File: src/rtl/alu_arbiter_16_if.sv
// Bundle of the two requester ports, the shared response port, the ALU hookup and status.
// The DUT takes the slave modport; the environment that drives requests and models the ALU takes master.
interface alu_arbiter_16_if #(
    parameter int unsigned WIDTH = 16
);
    localparam int unsigned FN_W   = 6;
    localparam int unsigned FLAG_W = 3;
    localparam int unsigned CNT_W  = 16;

    logic              req0_valid;
    logic              req0_ready;
    logic [WIDTH-1:0]  req0_a;
    logic [WIDTH-1:0]  req0_b;
    logic [FN_W-1:0]   req0_alufn;
    logic              req1_valid;
    logic              req1_ready;
    logic [WIDTH-1:0]  req1_a;
    logic [WIDTH-1:0]  req1_b;
    logic [FN_W-1:0]   req1_alufn;
    logic              rsp0_valid;
    logic              rsp0_ready;
    logic              rsp1_valid;
    logic              rsp1_ready;
    logic [WIDTH-1:0]  rsp_out;
    logic [FLAG_W-1:0] rsp_flags;
    logic [WIDTH-1:0]  alu_a;
    logic [WIDTH-1:0]  alu_b;
    logic [FN_W-1:0]   alu_alufn;
    logic [WIDTH-1:0]  alu_out;
    logic              alu_z;
    logic              alu_n;
    logic              alu_v;
    logic              busy;
    logic [CNT_W-1:0]  op_count;

    modport slave (
        input  req0_valid, req0_a, req0_b, req0_alufn,
        input  req1_valid, req1_a, req1_b, req1_alufn,
        input  rsp0_ready, rsp1_ready,
        input  alu_out, alu_z, alu_n, alu_v,
        output req0_ready, req1_ready, rsp0_valid, rsp1_valid,
        output rsp_out, rsp_flags, alu_a, alu_b, alu_alufn, busy, op_count
    );

    modport master (
        output req0_valid, req0_a, req0_b, req0_alufn,
        output req1_valid, req1_a, req1_b, req1_alufn,
        output rsp0_ready, rsp1_ready,
        output alu_out, alu_z, alu_n, alu_v,
        input  req0_ready, req1_ready, rsp0_valid, rsp1_valid,
        input  rsp_out, rsp_flags, alu_a, alu_b, alu_alufn, busy, op_count
    );
endinterface

File: src/rtl/alu_arbiter_16.sv
// Round-robin arbiter sharing one external combinational ALU between two requesters.
// Each operation runs IDLE (accept) -> EXEC (capture result) -> RESP (hold until consumed).
module alu_arbiter_16 #(
    parameter int unsigned WIDTH = 16
) (
    input  logic            clk,
    input  logic            rst,
    alu_arbiter_16_if.slave bus
);
    localparam int unsigned FN_W   = 6;
    localparam int unsigned FLAG_W = 3;
    localparam int unsigned CNT_W  = 16;

    typedef enum logic [1:0] {
        IDLE = 2'd0,
        EXEC = 2'd1,
        RESP = 2'd2
    } state_e;

    state_e            state_q, state_d;
    logic              ptr_q, ptr_d;
    logic              gnt_q, gnt_d;
    logic [WIDTH-1:0]  a_q, a_d;
    logic [WIDTH-1:0]  b_q, b_d;
    logic [FN_W-1:0]   fn_q, fn_d;
    logic [WIDTH-1:0]  out_q, out_d;
    logic [FLAG_W-1:0] flags_q, flags_d;
    logic [CNT_W-1:0]  cnt_q, cnt_d;
    logic              req0_ready_c, req1_ready_c;
    logic              sel_c, any_c, rsp_hs_c;

    always_ff @(posedge clk) begin
        if (rst) begin
            state_q <= IDLE;
            ptr_q   <= 1'b0;
            gnt_q   <= 1'b0;
            a_q     <= '0;
            b_q     <= '0;
            fn_q    <= '0;
            out_q   <= '0;
            flags_q <= '0;
            cnt_q   <= '0;
        end else begin
            state_q <= state_d;
            ptr_q   <= ptr_d;
            gnt_q   <= gnt_d;
            a_q     <= a_d;
            b_q     <= b_d;
            fn_q    <= fn_d;
            out_q   <= out_d;
            flags_q <= flags_d;
            cnt_q   <= cnt_d;
        end
    end

    always_comb begin
        state_d      = state_q;
        ptr_d        = ptr_q;
        gnt_d        = gnt_q;
        a_d          = a_q;
        b_d          = b_q;
        fn_d         = fn_q;
        out_d        = out_q;
        flags_d      = flags_q;
        cnt_d        = cnt_q;
        req0_ready_c = 1'b0;
        req1_ready_c = 1'b0;
        // Pointer requester first, otherwise whichever one is valid.
        sel_c        = (ptr_q ? bus.req1_valid : bus.req0_valid) ? ptr_q : ~ptr_q;
        any_c        = bus.req0_valid | bus.req1_valid;
        rsp_hs_c     = gnt_q ? bus.rsp1_ready : bus.rsp0_ready;

        unique case (state_q)
            IDLE: begin
                if (any_c && !rst) begin
                    req0_ready_c = ~sel_c;
                    req1_ready_c = sel_c;
                    gnt_d        = sel_c;
                    a_d          = sel_c ? bus.req1_a     : bus.req0_a;
                    b_d          = sel_c ? bus.req1_b     : bus.req0_b;
                    fn_d         = sel_c ? bus.req1_alufn : bus.req0_alufn;
                    state_d      = EXEC;
                end
            end
            EXEC: begin
                out_d   = bus.alu_out;
                flags_d = {bus.alu_z, bus.alu_n, bus.alu_v};
                state_d = RESP;
            end
            RESP: begin
                if (rsp_hs_c) begin
                    ptr_d   = ~gnt_q;
                    cnt_d   = cnt_q + CNT_W'(1);
                    state_d = IDLE;
                end
            end
            default: state_d = IDLE;
        endcase
    end

    assign bus.req0_ready = req0_ready_c;
    assign bus.req1_ready = req1_ready_c;
    assign bus.rsp0_valid = (state_q == RESP) && !gnt_q;
    assign bus.rsp1_valid = (state_q == RESP) &&  gnt_q;
    assign bus.rsp_out    = out_q;
    assign bus.rsp_flags  = flags_q;
    assign bus.alu_a      = a_q;
    assign bus.alu_b      = b_q;
    assign bus.alu_alufn  = fn_q;
    assign bus.busy       = (state_q != IDLE);
    assign bus.op_count   = cnt_q;
endmodule

File: src/flat_wrapper.sv
// flat-port wrapper written by rule: the top's interface ports become plain ports
module alu_arbiter_16_flat 
#(
    parameter int unsigned WIDTH = 16
)
  (clk, rst, bus_req0_valid, bus_req0_a, bus_req0_b, bus_req0_alufn, bus_req1_valid, bus_req1_a, bus_req1_b, bus_req1_alufn, bus_rsp0_ready, bus_rsp1_ready, bus_alu_out, bus_alu_z, bus_alu_n, bus_alu_v, bus_req0_ready, bus_req1_ready, bus_rsp0_valid, bus_rsp1_valid, bus_rsp_out, bus_rsp_flags, bus_alu_a, bus_alu_b, bus_alu_alufn, bus_busy, bus_op_count);
  alu_arbiter_16_if #(.WIDTH(WIDTH)) bus_i ();
  input  logic clk;
  input  logic rst;
  input wire logic [$bits(bus_i.req0_valid)-1:0] bus_req0_valid;
  input wire logic [$bits(bus_i.req0_a)-1:0] bus_req0_a;
  input wire logic [$bits(bus_i.req0_b)-1:0] bus_req0_b;
  input wire logic [$bits(bus_i.req0_alufn)-1:0] bus_req0_alufn;
  input wire logic [$bits(bus_i.req1_valid)-1:0] bus_req1_valid;
  input wire logic [$bits(bus_i.req1_a)-1:0] bus_req1_a;
  input wire logic [$bits(bus_i.req1_b)-1:0] bus_req1_b;
  input wire logic [$bits(bus_i.req1_alufn)-1:0] bus_req1_alufn;
  input wire logic [$bits(bus_i.rsp0_ready)-1:0] bus_rsp0_ready;
  input wire logic [$bits(bus_i.rsp1_ready)-1:0] bus_rsp1_ready;
  input wire logic [$bits(bus_i.alu_out)-1:0] bus_alu_out;
  input wire logic [$bits(bus_i.alu_z)-1:0] bus_alu_z;
  input wire logic [$bits(bus_i.alu_n)-1:0] bus_alu_n;
  input wire logic [$bits(bus_i.alu_v)-1:0] bus_alu_v;
  output wire logic [$bits(bus_i.req0_ready)-1:0] bus_req0_ready;
  output wire logic [$bits(bus_i.req1_ready)-1:0] bus_req1_ready;
  output wire logic [$bits(bus_i.rsp0_valid)-1:0] bus_rsp0_valid;
  output wire logic [$bits(bus_i.rsp1_valid)-1:0] bus_rsp1_valid;
  output wire logic [$bits(bus_i.rsp_out)-1:0] bus_rsp_out;
  output wire logic [$bits(bus_i.rsp_flags)-1:0] bus_rsp_flags;
  output wire logic [$bits(bus_i.alu_a)-1:0] bus_alu_a;
  output wire logic [$bits(bus_i.alu_b)-1:0] bus_alu_b;
  output wire logic [$bits(bus_i.alu_alufn)-1:0] bus_alu_alufn;
  output wire logic [$bits(bus_i.busy)-1:0] bus_busy;
  output wire logic [$bits(bus_i.op_count)-1:0] bus_op_count;
  assign bus_i.req0_valid = bus_req0_valid;
  assign bus_i.req0_a = bus_req0_a;
  assign bus_i.req0_b = bus_req0_b;
  assign bus_i.req0_alufn = bus_req0_alufn;
  assign bus_i.req1_valid = bus_req1_valid;
  assign bus_i.req1_a = bus_req1_a;
  assign bus_i.req1_b = bus_req1_b;
  assign bus_i.req1_alufn = bus_req1_alufn;
  assign bus_i.rsp0_ready = bus_rsp0_ready;
  assign bus_i.rsp1_ready = bus_rsp1_ready;
  assign bus_i.alu_out = bus_alu_out;
  assign bus_i.alu_z = bus_alu_z;
  assign bus_i.alu_n = bus_alu_n;
  assign bus_i.alu_v = bus_alu_v;
  assign bus_req0_ready = bus_i.req0_ready;
  assign bus_req1_ready = bus_i.req1_ready;
  assign bus_rsp0_valid = bus_i.rsp0_valid;
  assign bus_rsp1_valid = bus_i.rsp1_valid;
  assign bus_rsp_out = bus_i.rsp_out;
  assign bus_rsp_flags = bus_i.rsp_flags;
  assign bus_alu_a = bus_i.alu_a;
  assign bus_alu_b = bus_i.alu_b;
  assign bus_alu_alufn = bus_i.alu_alufn;
  assign bus_busy = bus_i.busy;
  assign bus_op_count = bus_i.op_count;
  alu_arbiter_16 #(.WIDTH(WIDTH)) u_core (.clk(clk), .rst(rst), .bus(bus_i));
endmodule
File: config.mk
export PLATFORM = sky130hd
export DESIGN_NAME = alu_arbiter_16_flat
export DESIGN_NICKNAME = d
export VERILOG_FILES = /design/src/rtl/alu_arbiter_16_if.sv /design/src/rtl/alu_arbiter_16.sv /design/src/flat_wrapper.sv
export SDC_FILE = /design/constraint.sdc
export NUM_CORES = 1
export LEC_CHECK = 0
export BUFFER_PORTS_ARGS = -buffer_cell sky130_fd_sc_hd__buf_2
export CAP_MARGIN = 10
export CORE_MARGIN = 2
export CORE_UTILIZATION = 39
export DETAILED_ROUTE_END_ITERATION = 10
export MAX_ROUTING_LAYER = met4
export PLACE_DENSITY = 0.73
export SLEW_MARGIN = 20
export SYNTH_ARGS = -nofsm -noshare
export SYNTH_HDL_FRONTEND = slang
export SYNTH_SLANG_ARGS = --single-unit
File: constraint.sdc
create_clock -name clk -period 2 [get_ports clk]
set_clock_uncertainty 0.05 [all_clocks]
set_input_delay 0.4 -clock clk [delete_from_list [all_inputs] [get_ports clk]]
set_output_delay 0.4 -clock clk [all_outputs]
set_load 0.01 [all_outputs]
-- After elaboration in Yosys (flattened, before gate mapping)
Cells that the tools add are included.
- $add $sub $neg: 1
- multiply operators: 0
- div/mod/pow operators: 0
- order comparisons: 0
- equal/unequal tests: 4
- shift operators: 0
- mux-type cells: 13
- bitwise gates (word level): 4
- reduce and logical (&&, ||, !) cells: 10
- operators with widths (cell ; count):
    16-bit two-way mux ; 2
    16-bit by 1-bit adder with 16-bit output (second input constant) ; 1
    1-bit two-way mux ; 7
    6-bit two-way mux ; 1
    2-bit one-hot mux with 3 select lines ; 1
    2-bit AND reduction ; 3
    2-bit two-way mux ; 2
    2-bit by 1-bit != test with 1-bit output (second input constant) ; 2
    1-bit logical AND ; 3
    1-bit NOT ; 3
    2-bit by 1-bit == test with 1-bit output (second input constant) ; 1
    2-bit == test (second input constant) ; 1
    1-bit logical NOT ; 2
    2-bit logical NOT ; 1
    2-bit nonzero test ; 1
    1-bit OR ; 1
- register bits: 77
- latch bits: 0
- RAM bits: 0
- ROM bits: 0
- input port bits: 101
- logic and storage cells: 41
- memories kept: 0

-- Depth between registers and ports, before layout
Gate-level depths: netlist of run 1.
- word-level depth: 5
- mapped depth: 7
- depth with buffers taken out: 5

-- Least setup slack after synthesis of run 1
OpenSTA, ideal clock, no wires.
- path type: flip-flop to flip-flop
- start: reg u_core.state_q[0]
- end: reg u_core.cnt_q[15] (netlist: u_core.bus.op_count[15])
- library setup time: 70 ps
- data arrival time: 1772 ps
- required time: 1880 ps
- path slack: 107 ps
- cell stages (with the launch flop): 7
- buffers on the path: 2
- path through: dfxtp_1 nand2b_1 buf_2 or4b_1 buf_2 or4_1 a21oi_1
- longest elaborated chain between the ends: 2
- RTL lines (item ; RTL line ; source):
    from (decl) ; alu_arbiter_16.sv:20 ; state_e state_q, state_d;
    from (signal assigned) ; alu_arbiter_16.sv:44 ; state_q <= state_d;
    2-bit == test ; alu_arbiter_16.sv:73 ; unique case (state_q)
    2-bit AND reduction (no line) ; -- ;
    to (signal assigned) ; alu_arbiter_16.sv:52 ; cnt_q <= cnt_d;
    to (decl) ; alu_arbiter_16.sv:28 ; logic [CNT_W-1:0] cnt_q, cnt_d;
No other way between the ends.
A chain may end at the register's enable or synchronous reset.

-- Worst setup path in the final report of run 1
- start: reg u_core.state_q[1]
- end: out bus_rsp1_valid
- longest elaborated chain between the ends: 2
- RTL lines (item ; RTL line ; source):
    2-bit == test ; alu_arbiter_16.sv:104 ; assign bus.rsp1_valid = (state_q == RESP) && gnt_q;
    1-bit logical AND ; alu_arbiter_16.sv:104 ;
    to (decl) ; flat_wrapper.sv:27 ; output wire logic [$bits(bus_i.rsp1_valid)-1:0] bus_rsp1_valid;
No other way between the ends.

==> run metrics, run 1 <==
CP peak stage delay=between 0.4 and 0.5 ns; post-synthesis sequential area ratio=51.7%; clk_lat worst skew=roughly 0.34 ns; Post-Syn Nets=around 470; Post-synth top flop=dfxtp_1; 1st-pass router iterations=4; asr flop ratio synth=0%; Util after Layout=58.7%; Synth Area in XOR/XNOR=2.06%; crit-path max FO=6; CTS root buffer=clkbuf_8; grt ovf=0; Worst Tran Pin Value=0.688 ns; Die W=approximately 90 um; Leakage=approximately 2.2 nW; post-DR wirelength/cell=12.8 um; IO Count=roughly 180; Final Cell Area=0.00431 mm2; Ys Warns=0; count of input and output buffers=178; # fillers=~680; slowest CP cell=dfxtp_1; max-cap viol count=0; mapped cell area=between 0.002 and 0.003 mm2; antenna cells=0; Tot GR Track Use=about a fifth; WHS Path Cells=3; multiplexer share of the synthesized area=0.839%; post-route ant nets=0; die area=between 0.008 and 0.009 mm2; worst endpoint required time=between 1.5 and 2 ns; Setup crit start kind=register; remaining routing DRC violations=0; crit share post-route=a little over nine tenths; main combinational cell family by area after synthesis=simple AND/OR/NAND/NOR gates; Mapped Cells=roughly 360; Finish-stage setup viols=0; die height=91.5 um; nets@finish=652; Final Hold Fails=0; hold buffers post-CTS=0; row count=31; commonest non-fill, non-tap cell in the layout=buf_2; simple-gate share of the synthesized area=24.9%; final RePlAce weighted congestion=just under 0.8; Post-Syn Area per Cell=8.19 um2; pin count of the biggest net entering global routing=39; commonest cells after routing, fill and taps aside=buf_2, nand2_1, dfxtp_1; cell count of the worst reg-to-reg path=4; WP data arrival=1.45 ns; share of cells above drive strength 1=40.4%; Initial Util=40.7%; critical path, cell by cell=nor2b_1 > buf_4 > and2_2 > buf_2; Fmax achieved=around 0.53 GHz; Post-Synth Adder-Cell Area=less than 1%; post-synthesis cell type count=31; flops & latches, synth=77; WHS=0.186 ns; area of the multi-input gates=0.00137 mm2; 1st-iter DRT viols=70; Tot Pwr=3.42 mW; Post-DP Area=0.00408 mm2; CTS tree=built; routed vias/inst=slightly below 5; Clock Pin Slew Worst Setup and Hold Paths=0.08 ns; final std cells w/o fill=654; Area growth syn-to-layout=44.4%; Compound-Gate Fraction of Synth Area=16.6%; Bufs on Longest Clock Path=2; first-pass GRT wire length=13,500 um; CTS buffer count=9; Final min period=1.90 ns; FF+latch area=~0.0015 mm2; Num Clock Sinks=77; status=finished, final reports clean; maximum VDD drop=0.000430 V; final WL=roughly 8400 um; initial antenna violation count=0; Worst setup EP type=primary output; WS Path Type=register to primary output; EDFF count, synth=0; HP Class=input pin to register; number of global-route vias before repair=between 3,000 and 4,000; Vias=3,154; Placed Cells incl. Taps=~640; H-tree levels=3; post-DP HPWL=6170 um; Rel. slew slack=54.1%; Core ar.=0.00733 mm2; pwr/cell area=794 mW/mm2; Slew Viols, Final=0
-- layer usage --
layer	global-route usage [%]	share of wire, %	wire length [um]	vias to the layer above
li1	-	-	-	1614
met2	34.3	49	4080	125
met4	4.42	1.1	90	0
met1	23.6	42	3490	1407
met5	-	0	0	-
met3	7.88	8.4	698	8
-- Yosys cell counts (all sizes together), types with 4 or more instances --
| cell | instances | share of area, % |
|---|---|---|
| inv | 5 | 0.63 |
| a21oi | 31 | 5.2 |
| or3 | 6 | 1.3 |
| nor4 | 4 | 0.84 |
| o21ai | 8 | 1.3 |
| xnor2 | 7 | 2.1 |
| dfxtp | 77 | 52 |
| nand4 | 4 | 0.84 |
| nand2 | 121 | 15 |
| a22oi | 38 | 9.6 |
| clkbuf | 18 | 2.3 |
| nor3 | 4 | 0.67 |
| nor2 | 13 | 1.6 |
| buf | 4 | 0.63 |
-- area by class of cell --
cell class,count,area share (%)
sequential,77,35.9
multi-input combinational,260,31.8
timing repair buffer,197,24.5
clock buffer,12,3.37
tap,99,2.88
clock inverter,4,1.10
inverter,5,0.436
-- cell families (layout without fill, tap and decap cells) --
family | after synthesis | after routing
and+or+nand+nor | 171 | 171
AOI/OAI and AO/OA | 79 | 79
DFF | 77 | 77
buffers and inverters | 27 | 218
xor gates and xnor gates | 7 | 7
muxes | 2 | 2
adders and majority gates | 1 | 1
-- worst max-delay path, delay by kind of cell, from the launching register on --
family | cells | cell delay [ns]
simple gates | 2 | 0.38
buf+inv | 2 | 0.28
flops | 1 | 0.46
-- timing repair --
item | CTS | global route
endpoints found under the setup margin | 1 | 3
pin swaps | 0 | 0
buffers inserted | 1 | 0
gates resized for setup | 1 | 9
-- where the power goes --
| part | internal (mW) | leakage [nW] | switching [mW] |
|---|---|---|---|
| registers | 1.65 | 0.631 | 0.0605 |
| logic | 0.261 | 1.42 | 0.304 |
| clock network | 0.608 | 0.0964 | 0.539 |
-- through the flow --
step	worst slack [ns]	setup TNS (ns)
CTS	0.0273	0
global route	-0.00769	-0.00769
detailed placement	0.0589	0
floorplan	0.107	0
finish	0.0990	0
global placement	0.119	0
-- final timing paths --
kind / from / endpoint / slack [ns]
worst max-delay path: u_core.state_q[1] / bus_rsp1_valid / 0.1
worst min-delay path: bus_req0_a[0] / u_core.bus.alu_a[0] / 0.19
worst min register to register: u_core.bus.rsp_out[8] / u_core.bus.rsp_out[8] / 0.40
worst max register to register: u_core.state_q[1] / u_core.bus.op_count[15] / 0.12
-- flip-flops by register name, indices dropped and copies added, names as in the netlist --
| signal | count |
|---|---|
| u_core.bus.alu_alufn | 6 |
| u_core.bus.rsp_out | 16 |
| u_core.state_q | 2 |
| u_core.bus.alu_a | 16 |
| u_core.bus.alu_b | 16 |
| u_core.bus.rsp_flags | 3 |
| u_core.gnt_q | 1 |
| u_core.ptr_q | 1 |
| u_core.bus.op_count | 16 |
No activity file was read; power rests on OpenSTA's default activity.
==> inputs of run 2 (changes only) <==
- CORE_UTILIZATION: 39 -> 35
- PLACE_DENSITY: 0.73 -> 0.7
==> run metrics, run 2 (synthesis results as in run 1) <==
status=finished, final reports clean (unchanged); grt ovf=0 (unchanged); HP Class=input pin to register (unchanged); maximum VDD drop=0.000451 V (was 0.000430 V); WS Path Type=register to primary output (unchanged); post-route ant nets=0 (unchanged); Initial Util=36.1% (was 40.7%); Leakage=2.15 nW (about the same); WHS Path Cells=3 (unchanged); first-pass GRT wire length=13,100 um (was 13,500 um); crit-path max FO=6 (unchanged); CTS tree=built (unchanged); Area growth syn-to-layout=45.1% (was 44.4%); die area=0.00928 mm2 (was 0.00836 mm2); post-DR wirelength/cell=12.9 um (was 12.8 um); 1st-iter DRT viols=111 (was 70); Place WS=0.0800 ns (was 0.0589 ns); Vias=3,196 (was 3,154); Worst Tran Pin Value=0.731 ns (was 0.688 ns); Num Clock Sinks=77 (unchanged); Core ar.=0.00826 mm2 (was 0.00733 mm2); IO Count=179 (unchanged); initial antenna violation count=0 (unchanged); Worst setup EP type=primary output (unchanged); worst endpoint required time=1.55 ns (about the same); number of global-route vias before repair=2,936 (was 3,088); row count=33 (was 31); Tot GR Track Use=18.8% (was 20.6%); Bufs on Longest Clock Path=2 (unchanged); clk_lat worst skew=0.34 ns (about the same); remaining routing DRC violations=0 (unchanged); pwr/cell area=831 mW/mm2 (was 794 mW/mm2); nets@finish=649 (was 652); Clock Pin Slew Worst Setup and Hold Paths=0.08 ns (about the same); Slew Viols, Final=0 (unchanged); Die W=96.3 um (was 91.5 um); Rel. slew slack=51.3% (was 54.1%); Tot Pwr=3.60 mW (was 3.42 mW); antenna cells=0 (unchanged); H-tree levels=3 (unchanged); pin count of the biggest net entering global routing=39 (unchanged); final RePlAce weighted congestion=0.839 (was 0.791); max-cap viol count=0 (unchanged); crit share post-route=95.3% (was 95.0%); Finish-stage setup viols=0 (unchanged); cell count of the worst reg-to-reg path=4 (unchanged); Setup crit start kind=register (unchanged); Setup WS post-layout=0.0934 ns (was 0.0990 ns); Fmax achieved=0.524 GHz (was 0.526 GHz); post-DP HPWL=6340 um (was 6170 um); CTS root buffer=clkbuf_8 (unchanged); hold buffers post-CTS=0 (unchanged); 1st-pass router iterations=4 (unchanged); commonest cells after routing, fill and taps aside=buf_2, nand2_1, dfxtp_1 (unchanged); Final Hold Fails=0 (unchanged); commonest non-fill, non-tap cell in the layout=buf_2 (unchanged); final WL=8460 um (was 8350 um); routed vias/inst=4.86 (was 4.82); count of input and output buffers=178 (unchanged); CTS buffer count=9 (unchanged); share of cells above drive strength 1=39.7% (was 40.4%); die height=96.3 um (was 91.5 um); WP data arrival=1.46 ns (was 1.45 ns); Final min period=1.91 ns (was 1.90 ns)
## run 2: changes by cell type in the layout (fill, tap and decap cells not counted), sizes merged
cell | previous run | this run
inv | 5 | 7
buf | 197 | 194
clkbuf | 12 | 10
clkinv | 2 | 1
bufinv | 1 | 2
## run 2: report_power, final
| group | internal (mW) | switching (mW) |
|---|---|---|
| registers | 1.65 | 0.0629 |
| clock network | 0.748 | 0.587 |
| logic | 0.254 | 0.301 |
| total | 2.65 | 0.951 |
## run 2: timing repair
item | 4_1_cts | 5_1_grt
pin swaps | 1 | 0
endpoints found under the setup margin | 1 | 2
buffers inserted | 1 | 1
gates resized for setup | 1 | 3
## run 2: path summary, 6_finish.rpt
kind / from / slack, ns / end
worst min-delay path: bus_req0_a[1] / 0.18 / u_core.bus.alu_a[1]
worst max register to register: u_core.bus.op_count[1] / 0.17 / u_core.bus.op_count[15]
worst min register to register: u_core.bus.rsp_out[8] / 0.40 / u_core.bus.rsp_out[8]
worst max-delay path: u_core.state_q[1] / 0.09 / bus_req1_ready
## run 2: routing by layer
layer | part of all wire [%] | GRT usage [%]
met2 | 48 | 31.3
met5 | 0 | -
met3 | 9.1 | 6.26
met1 | 42 | 21.5
met4 | 1.1 | 5.63
## run 2: critical path, stage by stage, from the launching register on
cell	delay [ns]
dfxtp_2	0.35
nor2_2	0.13
inv_1	0.09
nor4_4	0.26
buf_4	0.16
buf_2	0.12
## run 2: area by class of cell
type                            instances  area, um2
Clock inverter                          6       93.8
Tap cell                              105        131
Clock buffer                           10        138
Fill cell                             803       3930
Inverter                                5       18.8
Sequential cell                        77       1540
Timing Repair Buffer                  194       1040
Multi-Input combinational cell        260       1370
## run 2: metrics by stage
step	hold slack [ns]	TNS (ns)	area, um2	utilization [%]	std cells
floorplan	0.431	0	2980	-	364
global placement	0.391	0	4070	49.2	639
detailed placement	0.394	0	4070	49.2	639
CTS	0.164	0	4310	52.2	656
global route	0.166	-0.00742	4330	52.4	657
finish	0.183	0	4330	52.4	657
